## src/rtl/dram_cmd_scheduler.sv

```systemverilog
// dram_cmd_scheduler
//   In-order DDR4 command scheduler. Requests (read / write / instruction
//   fetch) enter a QDEPTH-deep FIFO. The head entry is decoded into bank
//   group, bank, row and column. PRE/ACT/RD/WR are issued for it under an
//   open-page policy, one command per cycle, with per-bank timing tracking.
//   All timing values are in DRAM clocks and are scaled by CLK_RATIO.
// Ports
//   i_clk, i_rst        controller clock, synchronous active-high reset
//   i_req_valid/o_req_ready, i_req_op, i_req_addr   request handshake
//   o_cmd_valid, o_cmd_type, o_cmd_bg, o_cmd_bank, o_cmd_row, o_cmd_col
//                       registered command pulse (0 PRE, 1 ACT, 2 RD, 3 WR)
//   o_done_valid, o_done_op   head request completed and popped
//   o_q_count           queue occupancy

// Per-bank open-row state and saturating "cycles since" counters.
module dram_bank_state (
  input  logic        i_clk,
  input  logic        i_rst,
  input  logic        i_sel,
  input  logic        i_act,
  input  logic        i_pre,
  input  logic        i_rd,
  input  logic        i_wr_end,
  input  logic [14:0] i_row,
  output logic        o_open,
  output logic [14:0] o_row,
  output logic [7:0]  o_since_act,
  output logic [7:0]  o_since_rd,
  output logic [7:0]  o_since_wr
);
  logic        r_open;
  logic [14:0] r_row;
  logic [7:0]  r_sa, r_sr, r_sw;

  function automatic logic [7:0] sat_inc(input logic [7:0] v);
    return (v == 8'hFF) ? v : v + 8'd1;
  endfunction

  always_ff @(posedge i_clk) begin
    if (i_rst) begin
      r_open <= 1'b0;
      r_row  <= '0;
      r_sa   <= 8'hFF;
      r_sr   <= 8'hFF;
      r_sw   <= 8'hFF;
    end else begin
      if (i_sel && i_act) begin
        r_open <= 1'b1;
        r_row  <= i_row;
      end else if (i_sel && i_pre) begin
        r_open <= 1'b0;
      end
      r_sa <= (i_sel && i_act)    ? 8'd0 : sat_inc(r_sa);
      r_sr <= (i_sel && i_rd)     ? 8'd0 : sat_inc(r_sr);
      r_sw <= (i_sel && i_wr_end) ? 8'd0 : sat_inc(r_sw);
    end
  end

  assign o_open      = r_open;
  assign o_row       = r_row;
  assign o_since_act = r_sa;
  assign o_since_rd  = r_sr;
  assign o_since_wr  = r_sw;
endmodule

module dram_cmd_scheduler #(
  parameter int QDEPTH    = 16,
  parameter int NBG       = 4,
  parameter int NBANK     = 4,
  parameter int ADDR_W    = 33,
  parameter int CLK_RATIO = 2,
  parameter int T_RP      = 24,
  parameter int T_RCD     = 24,
  parameter int T_CAS     = 24,
  parameter int T_CWL     = 20,
  parameter int T_BURST   = 4,
  parameter int T_RAS     = 52,
  parameter int T_WR      = 20,
  parameter int T_RTP     = 12
) (
  input  logic                          i_clk,
  input  logic                          i_rst,
  input  logic                          i_req_valid,
  output logic                          o_req_ready,
  input  logic [1:0]                    i_req_op,
  input  logic [ADDR_W-1:0]             i_req_addr,
  output logic                          o_cmd_valid,
  output logic [1:0]                    o_cmd_type,
  output logic [1:0]                    o_cmd_bg,
  output logic [1:0]                    o_cmd_bank,
  output logic [14:0]                   o_cmd_row,
  output logic [7:0]                    o_cmd_col,
  output logic                          o_done_valid,
  output logic [1:0]                    o_done_op,
  output logic [$clog2(QDEPTH+1)-1:0]   o_q_count
);
  localparam int NB = NBG * NBANK;
  localparam int BW = $clog2(NB);
  localparam int QW = $clog2(QDEPTH + 1);
  localparam int PW = (QDEPTH > 1) ? $clog2(QDEPTH) : 1;
  localparam int HW = ADDR_W - 6;   // stored address bits: row, col, bank, bg

  localparam logic [7:0] TRP_C  = 8'(T_RP * CLK_RATIO);
  localparam logic [7:0] TRD_C  = 8'((T_CAS + T_BURST) * CLK_RATIO);
  localparam logic [7:0] TWD_C  = 8'((T_CWL + T_BURST) * CLK_RATIO);
  localparam logic [8:0] TRCD_C = 9'(T_RCD * CLK_RATIO);
  localparam logic [8:0] TRAS_C = 9'(T_RAS * CLK_RATIO);
  localparam logic [8:0] TRTP_C = 9'(T_RTP * CLK_RATIO);
  localparam logic [8:0] TWR_C  = 9'(T_WR * CLK_RATIO);

  localparam logic [1:0] C_PRE = 2'd0, C_ACT = 2'd1, C_RD = 2'd2, C_WR = 2'd3;

  typedef enum logic [2:0] {S_IDLE, S_PRE, S_ACT, S_COL, S_DATA} state_t;

  // ---------------- request queue ----------------
  logic [1:0]    r_q_op   [QDEPTH];
  logic [HW-1:0] r_q_addr [QDEPTH];
  logic [PW-1:0] r_wr, r_rd;
  logic [QW-1:0] r_count, w_cnt_nxt;
  logic          r_ready, r_fresh;
  logic          w_push, w_pop, w_head_vld;
  logic          w_unused;

  assign w_unused  = ^i_req_addr[5:0];
  assign w_push    = i_req_valid && r_ready && (i_req_op != 2'd3);
  assign w_cnt_nxt = r_count + QW'(w_push) - QW'(w_pop);
  // An entry written into the head slot on the last edge is not scheduled
  // until the following cycle, so a request is at the head one cycle after
  // it is accepted.
  assign w_head_vld = (r_count != '0) && !r_fresh;

  always_ff @(posedge i_clk) begin
    if (w_push) begin
      r_q_op[r_wr]   <= i_req_op;
      r_q_addr[r_wr] <= i_req_addr[ADDR_W-1:6];
    end
  end

  always_ff @(posedge i_clk) begin
    if (i_rst) begin
      r_wr    <= '0;
      r_rd    <= '0;
      r_count <= '0;
      r_ready <= 1'b0;
      r_fresh <= 1'b0;
    end else begin
      if (w_push) r_wr <= (r_wr == PW'(QDEPTH-1)) ? '0 : r_wr + 1'b1;
      if (w_pop)  r_rd <= (r_rd == PW'(QDEPTH-1)) ? '0 : r_rd + 1'b1;
      r_count <= w_cnt_nxt;
      // Registered from the next count, so a full queue stays not-ready
      // through the pop cycle and reopens one cycle later.
      r_ready <= (w_cnt_nxt < QW'(QDEPTH));
      r_fresh <= w_push && ((r_count == '0) || ((r_count == QW'(1)) && w_pop));
    end
  end

  // ---------------- head decode ----------------
  logic [1:0]    w_h_op, w_h_bg, w_h_bk;
  logic [HW-1:0] w_h_a;
  logic [7:0]    w_h_col;
  logic [14:0]   w_h_row;
  logic [BW-1:0] w_bidx;

  assign w_h_op  = r_q_op[r_rd];
  assign w_h_a   = r_q_addr[r_rd];
  assign w_h_bg  = w_h_a[1:0];
  assign w_h_bk  = w_h_a[3:2];
  assign w_h_col = w_h_a[11:4];
  assign w_h_row = w_h_a[HW-1:12];
  assign w_bidx  = BW'(int'(w_h_bg) * NBANK + int'(w_h_bk));

  // ---------------- per-bank state ----------------
  logic [NB-1:0]       w_open_v;
  logic [NB-1:0][14:0] w_row_v;
  logic [NB-1:0][7:0]  w_sa_v, w_sr_v, w_sw_v;
  logic                w_iss;
  logic [1:0]          w_typ;
  logic                w_wr_end;

  assign w_wr_end = w_pop && (w_h_op == 2'd1);

  for (genvar b = 0; b < NB; b++) begin : g_bank
    dram_bank_state u_bank (
      .i_clk       (i_clk),
      .i_rst       (i_rst),
      .i_sel       (w_bidx == BW'(b)),
      .i_act       (w_iss && (w_typ == C_ACT)),
      .i_pre       (w_iss && (w_typ == C_PRE)),
      .i_rd        (w_iss && (w_typ == C_RD)),
      .i_wr_end    (w_wr_end),
      .i_row       (w_h_row),
      .o_open      (w_open_v[b]),
      .o_row       (w_row_v[b]),
      .o_since_act (w_sa_v[b]),
      .o_since_rd  (w_sr_v[b]),
      .o_since_wr  (w_sw_v[b])
    );
  end

  // Counter value seen on the issuing edge is one more than the current one.
  function automatic logic ge(input logic [7:0] cnt, input logic [8:0] thr);
    return ({1'b0, cnt} + 9'd1) >= thr;
  endfunction

  logic w_pre_ok, w_rcd_ok;
  assign w_pre_ok = ge(w_sa_v[w_bidx], TRAS_C) && ge(w_sr_v[w_bidx], TRTP_C) &&
                    ge(w_sw_v[w_bidx], TWR_C);
  assign w_rcd_ok = ge(w_sa_v[w_bidx], TRCD_C);

  // ---------------- FSM ----------------
  state_t     r_state, w_eff, w_nstate;
  logic [7:0] r_wait, w_wait_nxt;

  always_comb begin
    // IDLE classifies the head and acts as that state in the same cycle, so
    // a ready command leaves one cycle after the head becomes visible.
    w_eff = r_state;
    if (r_state == S_IDLE && w_head_vld) begin
      if (!w_open_v[w_bidx])                  w_eff = S_ACT;
      else if (w_row_v[w_bidx] == w_h_row)    w_eff = S_COL;
      else                                    w_eff = S_PRE;
    end
  end

  always_comb begin
    w_nstate   = r_state;
    w_iss      = 1'b0;
    w_typ      = C_PRE;
    w_pop      = 1'b0;
    w_wait_nxt = (r_wait != 8'd0) ? r_wait - 8'd1 : 8'd0;
    case (w_eff)
      S_PRE: begin
        w_nstate = S_PRE;
        if (w_pre_ok) begin
          w_iss      = 1'b1;
          w_typ      = C_PRE;
          w_nstate   = S_ACT;
          w_wait_nxt = TRP_C;
        end
      end
      S_ACT: begin
        w_nstate = S_ACT;
        if (r_wait <= 8'd1) begin
          w_iss    = 1'b1;
          w_typ    = C_ACT;
          w_nstate = S_COL;
        end
      end
      S_COL: begin
        w_nstate = S_COL;
        if (w_rcd_ok) begin
          w_iss      = 1'b1;
          w_typ      = (w_h_op == 2'd1) ? C_WR : C_RD;
          w_nstate   = S_DATA;
          w_wait_nxt = (w_h_op == 2'd1) ? TWD_C : TRD_C;
        end
      end
      S_DATA: begin
        if (r_wait <= 8'd1) begin
          w_pop    = 1'b1;
          w_nstate = S_IDLE;
        end
      end
      default: ;
    endcase
  end

  always_ff @(posedge i_clk) begin
    if (i_rst) begin
      r_state <= S_IDLE;
      r_wait  <= 8'd0;
    end else begin
      r_state <= w_nstate;
      r_wait  <= w_wait_nxt;
    end
  end

  // ---------------- registered outputs ----------------
  always_ff @(posedge i_clk) begin
    if (i_rst) begin
      o_cmd_valid  <= 1'b0;
      o_cmd_type   <= 2'd0;
      o_cmd_bg     <= 2'd0;
      o_cmd_bank   <= 2'd0;
      o_cmd_row    <= '0;
      o_cmd_col    <= '0;
      o_done_valid <= 1'b0;
      o_done_op    <= 2'd0;
    end else begin
      o_cmd_valid  <= w_iss;
      o_cmd_type   <= w_iss ? w_typ : 2'd0;
      o_cmd_bg     <= w_iss ? w_h_bg : 2'd0;
      o_cmd_bank   <= w_iss ? w_h_bk : 2'd0;
      o_cmd_row    <= (w_iss && w_typ == C_ACT) ? w_h_row : '0;
      o_cmd_col    <= (w_iss && (w_typ == C_RD || w_typ == C_WR)) ? w_h_col : '0;
      o_done_valid <= w_pop;
      o_done_op    <= w_pop ? w_h_op : 2'd0;
    end
  end

  assign o_req_ready = r_ready;
  assign o_q_count   = r_count;
endmodule

```

## config.mk

```make
export PLATFORM = sky130hd
export DESIGN_NAME = dram_cmd_scheduler
export DESIGN_NICKNAME = d
export VERILOG_FILES = /design/src/rtl/dram_cmd_scheduler.sv
export SDC_FILE = /design/constraint.sdc
export NUM_CORES = 2
export LEC_CHECK = 0
export ABC_CLOCK_PERIOD_IN_PS = 4810
export BUFFER_PORTS_ARGS = -buffer_cell sky130_fd_sc_hd__buf_4
export CAP_MARGIN = 20
export CORE_ASPECT_RATIO = 1.75
export CORE_MARGIN = 4
export CORE_UTILIZATION = 45
export CTS_CLUSTER_DIAMETER = 120
export DETAILED_ROUTE_END_ITERATION = 6
export GPL_ROUTABILITY_DRIVEN = 0
export GPL_TIMING_DRIVEN = 0
export PLACE_DENSITY_LB_ADDON = 0.3
export SLEW_MARGIN = 20
export SYNTH_ARGS = -nofsm -noshare
export SYNTH_HDL_FRONTEND = slang
export SYNTH_SLANG_ARGS = --single-unit
```

## constraint.sdc

```tcl
create_clock -name i_clk -period 4.81 [get_ports i_clk]
set_input_delay 0.962 -clock i_clk [delete_from_list [all_inputs] [get_ports i_clk]]
set_output_delay 0.962 -clock i_clk [all_outputs]
set_load 0.03 [all_outputs]
```

==> reports/metrics.yaml <==
synthesis:
  yosysWarnings: 0
  synth_fp_nets: 5114
  synth.most_common_cell: "nand2_1"
  synth_top_area_cell: "dfxtp_1"
  yosys_register_bits: 1167
  netlist_top_cells_area: "dfxtp_1, edfxtp_1, mux4_2"
  yosysSeqAreaShare_pct: 53.8
  syn_area_per_cell_um2: 10.4
  synth-main-ff-cell: "dfxtp_1"
  synth_top_area_share_pct: 27.1
  syn-cell-area_mm2: 0.0520
  synth.cells.most_frequent: "nand2_1, dfxtp_1, edfxtp_1, o21ai_0, nand3_1"
  async_reset_ff_share_pct: 0
  synthDistinctLibCells: 86
  synth_edf_count: 464
  postSynthCellCount: 5014
routing:
  drt-wirelength-per-cell_um: 28.6
  drtPass1Iterations: 7
  drc: 8
  postRouteAntennaNets: 0
  dr.first_iter.drc_count: 5015
  routed-via-count: 43900
  routed_wl_um: 196000
  via_per_inst: 6.41
clock_tree:
  cts_hold_buf: 0
  clk_pin_slew_ps: 70
  clk_latency_ps: 750
  clkSinkCount: 1167
  cts_root_buf: "clkbuf_16"
  htreeDepth: 3
  cts_buffers: 107
  clockBufferDepth: 3
  cts_tree: "yes"
floorplanning:
  row_count: 164
  fp.dieH_um: 458
  ios: 77
  die_width_um: 265
  coreArea_mm2: 0.115
  dieArea_mm2: 0.121
  initial_core_util_pct: 45.4
pwr:
  leakagePower_nw: 22.1
  total_power_mw: 33.4
  peakVddDrop_mv: 0.375
  power_density_mw_per_mm2: 551
grt:
  grt_usage_pct: 31.6
  grt_pass1_wl_um: 283000
  grt_overflow: 0
  grt_pass1_vias: 42600
  antenna_found_initial: 11
  grt_max_degree: 18
timing:
  layout_setup_ws_ps: -185
  finalSetupViolCount: 170
  worst_pin_slew_ps: 1220
  clock_skew_ps: 31.9
  fin_crit_ps: 5000
  finalCritPeriodShare_pct: 104
  max_slew_margin_pct: 18.5
  fmax_ghz: 0.200
  finalHoldViolCount: 0
  drv_slew: 0
  rsz0062_at_grt: "true"
final_layout:
  drive_above_1_share_pct: 15.6
  fin_util_pct: 53.0
  instances_no_fill: 6852
  design_area_mm2: 0.0607
  finalNetCount: 5362
  area_delta_synth_final_pct: 16.7
  multiInputGateArea_mm2: 0.0232
  fillers: 10100
  seqCellArea_mm2: 0.0280
place:
  placed_cell_area_mm2: 0.0550
  portBuffers: 69
  dp_cells: 6611
  dp_hpwl_um: 135000
setup_path:
  critPathKind: "flop to flop"
  required_ps: 5380
  cp_max_fo: 10
  cp.arrival_ps: 5560
  end_kind: "flop"
  crit_path_start_kind: "flop"
status:
  violations: "DRC, setup timing"
  status: "complete, but fails checks"
flow_run:
  cap_violations: 0
worst_hold_path:
  hold_path.class: "flop to flop"
[power by group]
part | internal [mW] | switching [mW] | leakage [nW]
clock | 4.95 | 4.01 | 1.71
combinational | 4.59 | 6.70 | 10.4
sequential | 11.7 | 1.53 | 9.93
[through the flow]
stage	worst slack, ps	TNS (ps)	hold WS, ps
CTS	0.923	0	455
global route	-160	-7220	470
floorplan	761	0	432
detailed placement	-2310	-927820	445
finish	-185	-5280	456
global placement	-2710	-1498270	439
[repair_timing]
action                     CTS  global route
resized for setup          355           239
gates cloned                 0             2
setup endpoints to repair  681           614
buffers inserted            22            17
pin swaps                   18            17
[per-layer routing]
metal  global-route usage (%)  wire [µm]
met3                     9.62      19700
met4                     28.2      23300
met1                     32.5      62200
met2                     51.8      91100
met5                        0         99
[cells in the final DEF (no fill, tap or decap), drive strengths merged, types with 18 or more instances in the layout]
master,n
nor3,91
nand2,783
dfxtp,703
edfxtp,464
nand4,25
nand2b,18
nor4,24
a22oi,105
xor2,88
a211oi,23
clkinvlp,18
mux2,20
and2,26
a32oi,30
o21ai,433
nor2,190
clkbuf,346
o31ai,24
clkinv,26
a311oi,19
nand3b,26
nand3,364
ha,61
a31oi,65
inv,32
and3,154
a21oi,326
nor2b,21
buf,283
mux2i,205
xnor2,75
mux4,131
[cell families after synthesis]
group | count (synthesis) | share of synthesized area [%]
AO/OA/AOI/OAI | 1119 | 12.7
XOR/XNOR | 163 | 2.74
buffers and inverters | 380 | 3.29
adder cells (fa/ha/maj) | 62 | 1.51
multiplexers | 356 | 10.0
flip-flops | 1167 | 53.8
AND/OR/NAND/NOR | 1767 | 15.8
[state kept, by name, summed over array words and instances, names as in the netlist, 15 cells and up, named ones only]
signal and flops:
r_q_addr 432, r_q_op 32, o_cmd_row 15, g_bank.u_bank.o_since_rd 128, g_bank.u_bank.o_since_wr 128, g_bank.u_bank.o_open 16
g_bank.u_bank.o_since_act 128, g_bank.u_bank.o_row 240
[worst max-delay path, stage by stage, from the launching register on]
cell and delay, ps:
dfxtp_4 370, buf_8 150, mux2_2 260, nor3b_4 60, o41a_1 490, buf_6 180, nor2_8 210, buf_12 210
buf_16 200, buf_12 190, nand2_1 110, a32oi_4 480, nand2_1 140, o21ai_2 220, a2bb2oi_4 390, nand3_4 190
a211o_1 350, nor2_4 260, buf_4 220, a311oi_1 90
[worst paths after layout]
path / to / slack (ps) / from / depth (start not counted)
min reg2reg: g_bank[3].u_bank.o_row[5]$_SDFFE_PP0P_ / 460 / g_bank[3].u_bank.o_row[5]$_SDFFE_PP0P_ / 2
min: g_bank[3].u_bank.o_row[5]$_SDFFE_PP0P_ / 460 / g_bank[3].u_bank.o_row[5]$_SDFFE_PP0P_ / 2
max reg2reg: g_bank[4].u_bank.o_open$_SDFFE_PP0P_ / -190 / flop / 19
max: g_bank[4].u_bank.o_open$_SDFFE_PP0P_ / -190 / flop / 19
[cell type report]
class,count,area share [%]
clock inverters,61,1.14
multi-input cells,3467,38.2
inverters,28,0.186
flip-flops and latches,1167,46.2
diodes,6,0.0247
repair buffers,145,2.23
clock buffers,138,4.75
well taps,1494,3.08
plain buffers,346,4.22
Power figures use the tool's default switching activity.
